[src/rtl/counter_game_master.sv]
// counter_game_master: drives a 4-bit multi-mode counter through a match of
// NUM_GAMES games, tallies its WINNER/LOSER pulses and cross-checks the
// counter's GAMEOVER/WHO report against those tallies.
module counter_game_master #(
   parameter int unsigned NUM_GAMES = 4,
   parameter int unsigned MODE_HOLD = 8,
   parameter int unsigned TIMEOUT   = 1023,
   parameter logic [3:0]  LFSR_SEED = 4'b1001
) (
   input  logic       clk,
   input  logic       rst,
   input  logic       start,
   input  logic [3:0] seed_val,
   input  logic [1:0] ctrl_mode,
   input  logic       auto_mode,
   output logic       INIT,
   output logic [3:0] initial_val,
   output logic [1:0] ctrl,
   input  logic       WINNER,
   input  logic       LOSER,
   input  logic       GAMEOVER,
   input  logic [1:0] WHO,
   output logic       busy,
   output logic       done,
   output logic [3:0] win_tally,
   output logic [3:0] loss_tally,
   output logic [3:0] games_won,
   output logic [3:0] games_lost,
   output logic       proto_err,
   output logic [2:0] err_code
);

   localparam int unsigned TW = $clog2(TIMEOUT + 1);
   localparam int unsigned HW = (MODE_HOLD > 1) ? $clog2(MODE_HOLD) : 1;

   typedef enum logic [2:0] {
      S_IDLE,
      S_LOAD,
      S_PLAY,
      S_RECORD,
      S_DONE,
      S_ERROR
   } state_t;

   state_t state, state_nx;

   logic [3:0]    seed_q;
   logic [1:0]    mode_q;
   logic          auto_q;
   logic [3:0]    lfsr;
   logic [HW-1:0] hold_cnt;
   logic [TW-1:0] timer;
   logic          who_win_q;

   logic [3:0]    win_nx, loss_nx;
   logic [TW-1:0] timer_nx;
   logic          win_full, loss_full, who_ok;
   logic [2:0]    err_nx;
   logic          game_end;
   logic [3:0]    won_nx, lost_nx;
   logic          match_over;
   logic [1:0]    ctrl_play;

   // Play-cycle evaluation: pulses are counted first, then GAMEOVER/WHO are judged
   // against the updated tallies; simultaneous errors resolve to the lowest code.
   always_comb begin
      win_nx    = (WINNER && win_tally != 4'hF) ? win_tally + 4'd1 : win_tally;
      loss_nx   = (LOSER && loss_tally != 4'hF) ? loss_tally + 4'd1 : loss_tally;
      timer_nx  = timer + TW'(1);
      win_full  = (win_nx == 4'hF);
      loss_full = (loss_nx == 4'hF);
      if (win_full && loss_full)
         who_ok = (WHO == 2'b10) || (WHO == 2'b01);
      else if (win_full)
         who_ok = (WHO == 2'b10);
      else
         who_ok = (WHO == 2'b01);

      err_nx = 3'd0;
      if (WINNER && LOSER)
         err_nx = 3'd1;
      else if (GAMEOVER && !win_full && !loss_full)
         err_nx = 3'd2;
      else if (GAMEOVER && !who_ok)
         err_nx = 3'd3;
      else if (!GAMEOVER && WHO != 2'b00)
         err_nx = 3'd4;
      else if (!GAMEOVER && timer_nx == TW'(TIMEOUT))
         err_nx = 3'd5;
      game_end = GAMEOVER && (err_nx == 3'd0);

      won_nx     = who_win_q ? games_won + 4'd1 : games_won;
      lost_nx    = who_win_q ? games_lost : games_lost + 4'd1;
      match_over = ({1'b0, won_nx} + {1'b0, lost_nx}) == 5'(NUM_GAMES);
      ctrl_play  = auto_q ? lfsr[1:0] : mode_q;
   end

   // State register
   always_ff @(posedge clk) begin
      if (rst)
         state <= S_IDLE;
      else
         state <= state_nx;
   end

   // Next-state logic
   always_comb begin
      state_nx = state;
      unique case (state)
         S_IDLE, S_DONE: if (start) state_nx = S_LOAD;
         S_LOAD:         state_nx = S_PLAY;
         S_PLAY: begin
            if (err_nx != 3'd0)
               state_nx = S_ERROR;
            else if (game_end)
               state_nx = S_RECORD;
         end
         S_RECORD:       state_nx = match_over ? S_DONE : S_PLAY;
         S_ERROR:        state_nx = S_ERROR;
         default:        state_nx = S_IDLE;
      endcase
   end

   // Outputs decoded from state; ctrl is only driven while the counter is in use
   always_comb begin
      INIT        = (state == S_LOAD);
      initial_val = (state == S_LOAD) ? seed_q : 4'd0;
      busy        = (state == S_LOAD) || (state == S_PLAY) || (state == S_RECORD);
      ctrl        = busy ? ctrl_play : 2'b00;
      done        = (state == S_DONE);
      proto_err   = (state == S_ERROR);
   end

   // Match datapath: captures, tallies, timer, game counts, first error, LFSR
   always_ff @(posedge clk) begin
      if (rst) begin
         seed_q     <= '0;
         mode_q     <= '0;
         auto_q     <= 1'b0;
         lfsr       <= LFSR_SEED;
         hold_cnt   <= '0;
         timer      <= '0;
         who_win_q  <= 1'b0;
         win_tally  <= '0;
         loss_tally <= '0;
         games_won  <= '0;
         games_lost <= '0;
         err_code   <= '0;
      end else begin
         unique case (state)
            S_IDLE, S_DONE: begin
               if (start) begin
                  seed_q     <= seed_val;
                  mode_q     <= ctrl_mode;
                  auto_q     <= auto_mode;
                  timer      <= '0;
                  win_tally  <= '0;
                  loss_tally <= '0;
                  games_won  <= '0;
                  games_lost <= '0;
                  err_code   <= '0;
               end
            end
            S_LOAD: begin
               hold_cnt <= '0;
               timer    <= '0;
            end
            S_PLAY: begin
               win_tally  <= win_nx;
               loss_tally <= loss_nx;
               timer      <= timer_nx;
               who_win_q  <= (WHO == 2'b10);
               if (err_nx != 3'd0)
                  err_code <= err_nx;
               if (hold_cnt == HW'(MODE_HOLD - 1)) begin
                  hold_cnt <= '0;
                  lfsr     <= {lfsr[2:0], lfsr[3] ^ lfsr[2]};
               end else begin
                  hold_cnt <= hold_cnt + HW'(1);
               end
            end
            S_RECORD: begin
               games_won  <= won_nx;
               games_lost <= lost_nx;
               win_tally  <= '0;
               loss_tally <= '0;
               timer      <= '0;
            end
            default: ;
         endcase
      end
   end

endmodule

[config.mk]
export PLATFORM = sky130hd
export DESIGN_NAME = counter_game_master
export DESIGN_NICKNAME = d
export VERILOG_FILES = /design/src/rtl/counter_game_master.sv
export SDC_FILE = /design/constraint.sdc
export NUM_CORES = 1
export LEC_CHECK = 0
export BUFFER_PORTS_ARGS = -buffer_cell sky130_fd_sc_hd__buf_2
export CAP_MARGIN = 10
export CELL_PAD_IN_SITES_DETAIL_PLACEMENT = 1
export CELL_PAD_IN_SITES_GLOBAL_PLACEMENT = 1
export CORE_AREA = 2 2 86 80
export DETAILED_ROUTE_END_ITERATION = 8
export DIE_AREA = 0 0 88 82
export GPL_TIMING_DRIVEN = 0
export PLACE_DENSITY_LB_ADDON = 0.08
export SLEW_MARGIN = 40
export SYNTH_ARGS = -nofsm -noshare
export SYNTH_HDL_FRONTEND = slang
export SYNTH_SLANG_ARGS = --single-unit
[constraint.sdc]
create_clock -name clk -period 4.7 [get_ports clk]
set_input_delay 0.705 -clock clk [delete_from_list [all_inputs] [get_ports clk]]
set_output_delay 0.705 -clock clk [all_outputs]
set_load 0.005 [all_outputs]
# ---- Word level (Yosys, flattened, before mapping)
# Index checks and enable logic that the tools add are counted.
dict set report op_classes {
  n_eq_ne 17
  reduce_logical 35
  mux 31
  bitwise 1
  add_sub_neg 7
}
# op count
set op_table {}
lappend op_table {{$mux 3} 12}
lappend op_table {{$pmux 10 s3} 1}
lappend op_table {{$mux 4} 6}
lappend op_table {{$pmux 4 s3} 2}
lappend op_table {{$add 4x1->4 const B} 4}
lappend op_table {{$pmux 4 s2} 2}
lappend op_table {{$pmux 3 s5} 1}
lappend op_table {{$pmux 3 s2} 2}
lappend op_table {{$reduce_and 2->1} 6}
lappend op_table {{$add 10x1->10 const B} 1}
lappend op_table {{$eq 10x10->1 const B} 1}
lappend op_table {{$logic_and 1x1->1} 10}
lappend op_table {{$mux 10} 1}
lappend op_table {{$eq 3x3->1 const B} 3}
lappend op_table {{$reduce_bool 3->1} 3}
lappend op_table {{$eq 4x4->1 const B} 2}
lappend op_table {{$ne 4x4->1 const B} 2}
lappend op_table {{$reduce_bool 2->1} 4}
lappend op_table {{$eq 3x2->1 const B} 2}
lappend op_table {{$logic_not 3->1} 2}
lappend op_table {{$add 4x4->5} 1}
lappend op_table {{$eq 5x3->1 const B} 1}
lappend op_table {{$logic_not 1->1} 4}
lappend op_table {{$mux 2} 2}
lappend op_table {{other kinds (11)} 16}
dict set report totals {
  regBits 47
  elab_cells 104
  inputBits 15
  output_inout_bits 29
}

# ---- Logic depth before layout (Yosys ltp)
# Gate-level depths: netlist of the first run.
dict set report logic_depth {
  ltp_word 16
  depth_mapped 11
  ltp_nobuf 10
}

# ---- Least setup slack after synthesis of the first run
# Ideal clock, no wire load.
dict set report synth_timing {
  path_type {reg2reg}
  start {register who_win_q}
  end {register state[2]}
  synth_period_minus_slack_ps 2322
  required_ps 4614
  setup_time_ps 86
  t_arrival_ps 2237
  stages_incl_launch_ff 11
  setup_slack_ps 2378
  path_buffers 1
  path_cell_list {dfxtp_1 clkbuf_1 mux2_2 ha_1 a21oi_1 xor2_1 a31o_2 nand3_1 a21oi_1 a21oi_1 a211oi_1}
}
dict set report synth_via {
  elab_chain_cells 5
  word_cells_on_any_way 6
  cone_classes {1 x add/sub; 1 x eq/ne; 4 x mux}
}
# element line
set synth_rtl {}
lappend synth_rtl {{start, declared} 53} ;# logic who_win_q;
lappend synth_rtl {{start signal, assigned} 172} ;# who_win_q <= (WHO == 2'b10);
lappend synth_rtl {{$mux 4, on equally long branches} {92, 93}}
lappend synth_rtl {{$add 4x4->5 (*)} 94} ;# match_over = ({1'b0, won_nx} + {1'b0, lost_nx}) == 5'(NUM_GAMES);
lappend synth_rtl {{$eq 5x3->1 (*)} 94}
lappend synth_rtl {{$mux 3 (*)} 118} ;# S_RECORD: state_nx = match_over ? S_DONE : S_PLAY;
lappend synth_rtl {{$pmux 3 s5 (*)} 109} ;# unique case (state)
lappend synth_rtl {{end signal, assigned} 103} ;# state <= state_nx;
lappend synth_rtl {{end, declared} 45} ;# state_t state, state_nx;
# Mark *: on every way between the ends. The rest lies on a longest branch, timed or not.
# A chain may end at the register's enable or synchronous reset.

# ---- Final worst setup path of the first run
# Ends and elaborated chain as after synthesis.

==> results of run 1 <==
[per-layer routing]
layer	track usage	up-vias	wire, µm
met4	0.04308	0	49
li1	-	1357	-
met5	0	-	0
met1	0.2837	1334	3649
met2	0.4045	36	3913
met3	0.04523	5	213
[power by group]
part           total (mW)  switching [mW]  internal [mW]
sequential          0.417         0.00960          0.408
combinational       0.130          0.0876         0.0421
clock               0.245           0.143          0.102
[through the flow]
step | power, mW | hold WS, ns
after detailed placement | 0.5577 | 0.4427
after global placement | 0.5530 | 0.4388
final | 0.7925 | 0.4534
after global routing | 0.8384 | 0.4788
after floorplan | 0.5089 | 0.4317
after CTS | 0.8026 | 0.4558
[worst max-delay path, delay by kind of cell (launching register included)]
family	cells	cell delay [ns]
and+or+nand+nor	1	0.15
adders and majority gates	1	0.30
DFF	1	0.37
AOI/OAI and AO/OA	5	0.84
muxes	1	0.43
xor gates and xnor gates	1	0.16
buffers and inverters	1	0.41
[cell families after synthesis]
family	Yosys count	share of synthesized area
multiplexers	6	0.02256
buffers and inverters	31	0.04648
flip-flops	47	0.3393
AND/OR/NAND/NOR	154	0.2757
adder cells (fa/ha/maj)	16	0.07491
XOR/XNOR	9	0.02843
AO/OA/AOI/OAI	91	0.2125
[final timing paths]
path | to | slack (ns) | start | depth (start not counted)
setup / recovery | state[2]$_SDFFE_PP0P_ | 1.96 | who_win_q$_SDFFE_PP0P_ | 10
hold / removal | seed_q[1]$_SDFFE_PP0P_ | 0.45 | seed_q[1]$_SDFFE_PP0P_ | 2
setup reg to reg | state[2]$_SDFFE_PP0P_ | 1.96 | who_win_q$_SDFFE_PP0P_ | 10
hold reg to reg | seed_q[1]$_SDFFE_PP0P_ | 0.45 | seed_q[1]$_SDFFE_PP0P_ | 2
[flip-flops by register name (all words and copies together) (netlist names)]
name	count
games_lost	4
who_win_q	1
state	3
seed_q	4
err_code	3
games_won	4
timer	10
mode_q	2
auto_q	1
lfsr	4
hold_cnt	3
loss_tally	4
win_tally	4
[synthesized netlist by cell type, drive strengths merged (7+ instances only)]
cell type  instances  share of area
a21oi             37          0.068
clkbuf            16          0.022
o21ai             11          0.020
nor3              12          0.022
nor2              48          0.065
dfxtp             47           0.34
nand3             10          0.018
nand4b             7          0.022
and2               8          0.018
a22oi             11          0.030
xnor2              7          0.022
and3               8          0.018
nand2             39          0.053
inv               12          0.016
ha                15          0.068
[placed cells by master (no fill, tap or decap), types with 10 or more instances in the layout]
master,Yosys,final
nor2_1,48,48
dfxtp_1,47,47
buf_2,0,40
nand2_1,39,39
a21oi_1,36,36
clkbuf_1,15,15
ha_1,15,15
nor3_1,12,12
a22oi_1,11,11
inv_1,10,10
nand3_1,10,10
[final cells by class]
| class | count | area share |
|---|---|---|
| Sequential cell | 47 | 0.2970 |
| Clock buffer | 5 | 0.02172 |
| Inverter | 12 | 0.01422 |
| Multi-Input combinational cell | 276 | 0.5375 |
| Buffer | 19 | 0.02646 |
| Timing Repair Buffer | 40 | 0.06319 |
| Clock inverter | 2 | 0.004344 |
| Tap cell | 90 | 0.03555 |
==> run_results.csv, run 1 <==
group,metric,value,unit
layout,fin_util,0.4996,
setup_path,cp_slowest_cell,"mux2_2",
floorplan,die_w,88,µm
layout,ff_latch_area,940.9,µm²
timing,max_slew_margin,0.5438,
place,dpl_cell_area,3085,µm²
run,maxCapViolCount,0,
timing,rsz0062_at_grt,"no",
synthesis,avgSynthCellArea,7.832,µm²
setup_path,critPathKind,"reg -> reg",
grt,grt_usage,0.2264,
cts,clock_latency,0.31,ns
grt,antenna_found_initial,0,
setup_path,worstPathCellList,"clkbuf_1, mux2_2, ha_1, a21oi_1, xor2_1, a31o_2, nand3_1, a21oi_1, a21oi_1, a211oi_1",
cts,cts_buffers,5,
layout,layout.nets,432,
cts,htree_levels,2,
layout,drive_gt1_frac,0.1521,
grt,grt_start_max_net_pins,15,
cts,cts_sinks,47,
route,via_count,2732,
layout,stdcell_area,3168,µm²
cts,hold_buffers,0,
setup_path,critical_path.max_stage_delay,0.43,ns
grt,grt_pass1_wl,12830,µm
layout,multi_input_area,1703,µm²
route,viasPerCell,5.564,
cts,cts-root-buf,"clkbuf_8",
floorplan,fp-row-count,28,
route,wl_per_cell,15.94,µm
floorplan,die_area,7216,µm²
synthesis,synth_edf_count,0,
timing,fin_setup_tns,0,ns
grt,grt_remaining_overflow,0,
route,drt-initial-drc-count,78,
grt,grt_pass1_vias,2658,
power,p_leak,1.335,nW
place,dp.cells,484,
place,port_buffers,40,
timing,timing.fmax,365.2,MHz
worst_hold_path,hold_path_class,"reg -> reg",
synthesis,synth-seq-cells,47,
timing,finalSetupViolCount,0,
status,status,"finished clean",
route,detail-route-antenna-nets,0,
setup_path,required,4.92,ns
cts,cts-resized-gates,0,
floorplan,die_y,82,µm
place,dp_slack,1.956,ns
setup_path,arrival,2.96,ns
timing,maxSlewViolCount,0,
timing,min_period,2.739,ns
route,wirelength,7826,µm
setup_path,endpoint_kind,"flop",
route,drt_first_pass_iters,4,
floorplan,ios,44,
layout,final_cells,491,
power,peakVddDrop,0.1080,mV
timing,skew,0.008680,ns
layout,fillers,831,
cts,clock_tree.buffer_depth,2,
layout,area_growth,14.26,%
cts,clk_pin_slew,0.09,ns
place,gp_congestion,0.7773,
route,post-route-drc-count,0,
synthesis,yosys_warnings,0,
synthesis,ys_seq_area_frac,0.3394,
synthesis,netlist_instances,354,
cts,cts_setup_buffers,0,
timing,fin_crit_sh,0.5827,
timing,hold_viol,0,
synthesis,synthDistinctLibCells,52,
timing,tightest_slew,0.6790,ns
setup_path,cpMostUsedCell,"a21oi_1",
place,hpwl,5880,µm
layout,num_antenna_cells,0,
setup_path,cp-start-kind,"flop",
setup_path,critPathMaxFanout,10,
cts,cts_tree,"yes",
synthesis,syn-cell-area,2773,µm²
power,power_density,250.2,nW/µm²
synthesis,ys.flop_type,"dfxtp_1",
timing,worst_slack,1.961,ns
floorplan,core_area,6341,µm²
synthesis,synth_nets,385,
floorplan,start_util,0.4373,
synthesis,async_flop_share,0,
(Power assumes the default switching activity.)
==> run 2: changes to the inputs <==
ABC_AREA = 1   (was unset)
CORE_AREA = 2 2 92 85   (was 2 2 86 80)
DIE_AREA = 0 0 94 87   (was 0 0 88 82)
clock period = 2.6 ns   (was 4.7 ns; I/O delays follow)
==> run 2 against run 1 <==
Global-route usage fell by 3.9 points. Critical path depth rose by 2. Count of clock-buffer cells in the layout rose by 1. Critical path type unchanged.
==> run_results.csv, run 2 <==
group,metric,value,unit
floorplan,fp-row-count,30,
synthesis,synthDistinctLibCells,33,
floorplan,die_y,87,µm
timing,max_slew_margin,0.4993,
grt,grt_pass1_vias,2629,
worst_hold_path,min-delay-start,"auto_mode",
layout,fin_util,0.4373,
setup_path,endpoint_kind,"flop",
cts,hold_buffers,0,
route,wl_met3,178,µm
power,power_density,453.1,nW/µm²
cts,cts_tree,"yes",
timing,min_period,2.415,ns
setup_path,path_delay_family,"adder cells",
setup_path,critPathKind,"reg -> reg",
place,gp_congestion,0.8243,
synthesis,synth_top_area_frac,0.3374,
synthesis,synth-seq-cells,47,
status,status,"finished clean",
timing,maxSlewViolCount,0,
layout,top_register,"timer",
cts,cts_sinks,47,
run,maxCapViolCount,0,
cts,cts_setup_buffers,0,
route,post-route-drc-count,0,
route,via_count,2737,
cts,cts_buffers,5,
layout,layout.nets,491,
setup_path,reg2reg_from,"games_lost[0]$_SDFFE_PP0P_",
cts,clk_pin_slew,0.09,ns
place,port_buffers,42,
setup_path,worstPathCellList,"ha_1, inv_1, o21ai_0, inv_1, fa_1, nand2_1, nor3_1, nand3_1, o22ai_1, nand3b_1, nand2_1, inv_1",
layout,num_antenna_cells,0,
layout,layout_commonest_cell,"nand2_1",
setup_path,cp_slowest_cell,"fa_1",
route,drt-initial-drc-count,62,
power,peakVddDrop,0.2722,mV
setup_path,reg2reg_depth,12,
cts,clock_tree.buffer_depth,2,
timing,timing.fmax,414.1,MHz
synthesis,synth_edf_count,0,
setup_path,critPathMaxFanout,5,
synthesis,synth_nets,443,
setup_path,required,2.85,ns
floorplan,core_area,7320,µm²
synthesis,synthTopCellsByCount,"nand2_1 (119), inv_1 (54), dfxtp_1 (47)",
route,top_layer_used,"met4",
timing,rsz0062_at_grt,"no",
synthesis,synth_top_area_cell,"dfxtp_1",
route,viasPerCell,4.914,
synthesis,synth.most_common_cell,"nand2_1",
floorplan,ios,44,
setup_path,r2r-end,"state[2]$_SDFFE_PP0P_",
synthesis,ys_seq_area_frac,0.3374,
cts,cts-root-buf,"clkbuf_8",
synthesis,ys.flop_type,"dfxtp_1",
timing,fin_crit_sh,0.9288,
timing,fin_setup_tns,0,ns
worst_hold_path,hold_path_end,"auto_q$_SDFFE_PP0P_",
synthesis,syn-cell-area,2789,µm²
setup_path,cp-start-kind,"flop",
floorplan,die_area,8178,µm²
setup_path,critical_path.max_stage_delay,0.51,ns
cts,htree_levels,2,
layout,area_growth,14.76,%
timing,hold_viol,0,
setup_path,cpMostUsedCell,"inv_1",
timing,finalSetupViolCount,0,
synthesis,netlist_instances,412,
route,met1_length,3557,µm
timing,skew,0.007034,ns
setup_path,r2r_setup_slack,0.19,ns
cts,clock_latency,0.30,ns
layout,fillers,982,
grt,grt_remaining_overflow,0,
cts,cts-resized-gates,0,
route,wl_per_cell,13.22,µm
grt,antenna_found_initial,0,
floorplan,start_util,0.3810,
setup_path,cp_num_buf_inv,3,
route,wirelength,7362,µm
grt,grt_pass1_wl,12280,µm
layout,largest_reg_flops,10,
setup_path,arrival,2.66,ns
route,detail-route-antenna-nets,0,
worst_hold_path,hold_depth,3,
timing,hold_ws,0.3460,ns
route,met2WireLength,3591,µm
layout,final_cell_mix,"nand2_1 (119), inv_1 (54), dfxtp_1 (47)",
grt,grt_start_max_net_pins,15,
power,p_leak,1.426,nW
synthesis,yosys_warnings,0,
place,hpwl,5627,µm
synthesis,async_flop_share,0,
worst_hold_path,hold_path_class,"in -> reg",
grt,grt_usage,0.1875,
floorplan,die_w,94,µm
route,drt_first_pass_iters,4,
synthesis,synthTopCellsByArea,"dfxtp_1 (34%), nand2_1 (16%), a21oi_1 (7.4%)",
synthesis,avgSynthCellArea,6.769,µm²
timing,tightest_slew,0.7484,ns
layout,drive_gt1_frac,0.1562,
run 2: report_power, final:
part / switching (mW) / leakage (nW) / total, mW / internal [mW]
sequential: 0.0217 / 0.381 / 0.767 / 0.745
clock: 0.252 / 0.0412 / 0.441 / 0.189
combinational: 0.168 / 1.00 / 0.243 / 0.0746
run 2: per-stage QoR:
stage	total power, mW	cells	instance area, µm²	setup WS [ns]
2_1_floorplan	0.9368	412	2789	0.5255
3_3_place_gp	1.025	550	3119	0.2014
3_5_place_dp	1.031	550	3119	0.1876
4_1_cts	1.479	558	3204	0.1497
5_1_grt	1.537	557	3201	0.004070
6_report	1.450	557	3201	0.1851
run 2: metal layers:
| layer | GRT usage | vias to the layer above |
|---|---|---|
| met1 | 0.2416 | 1297 |
| met3 | 0.03463 | 2 |
| met4 | 0.02767 | 0 |
| li1 | - | 1413 |
| met2 | 0.3338 | 25 |
| met5 | 0 | - |
run 2: cells by family after synthesis:
logic type               share of synthesized area
adder cells (fa/ha/maj)                    0.07447
AO/OA/AOI/OAI                               0.1382
buffers and inverters                      0.08793
flip-flops                                  0.3374
XOR/XNOR                                   0.03141
AND/OR/NAND/NOR                             0.3306
run 2: worst max-delay path by stage:
stage,startpoint,to,cells after the start
after floorplan,games_lost[0]$_SDFFE_PP0P_,state[1]$_SDFFE_PP0P_,10
after global placement,who_win_q$_SDFFE_PP0P_,state[1]$_SDFFE_PP0P_,10
after detailed placement,who_win_q$_SDFFE_PP0P_,state[1]$_SDFFE_PP0P_,10
after CTS,who_win_q$_SDFFE_PP0P_,state[1]$_SDFFE_PP0P_,10
after global routing,games_lost[0]$_SDFFE_PP0P_,state[2]$_SDFFE_PP0P_,12
final,games_lost[0]$_SDFFE_PP0P_,state[2]$_SDFFE_PP0P_,12
run 2: area by class of cell:
cell class | instances | area (µm²) | area share
clock buffers | 6 | 72.57 | 0.02267
clock inverters | 2 | 12.51 | 0.003909
plain buffers | 8 | 31.28 | 0.009773
inverters | 56 | 210.2 | 0.06568
repair buffers | 42 | 210.2 | 0.06568
flip-flops and latches | 47 | 940.9 | 0.2940
well taps | 96 | 120.1 | 0.03753
multi-input cells | 300 | 1603 | 0.5008
run 2: worst register-to-register path, cell delays in order (launching register included):
cell and delay (ns):
dfxtp_1 0.36, ha_1 0.29, inv_1 0.03, o21ai_0 0.32
inv_1 0.12, fa_1 0.51, nand2_1 0.05, nor3_1 0.16
nand3_1 0.14, o22ai_1 0.13, nand3b_1 0.14, nand2_1 0.05
inv_1 0.06
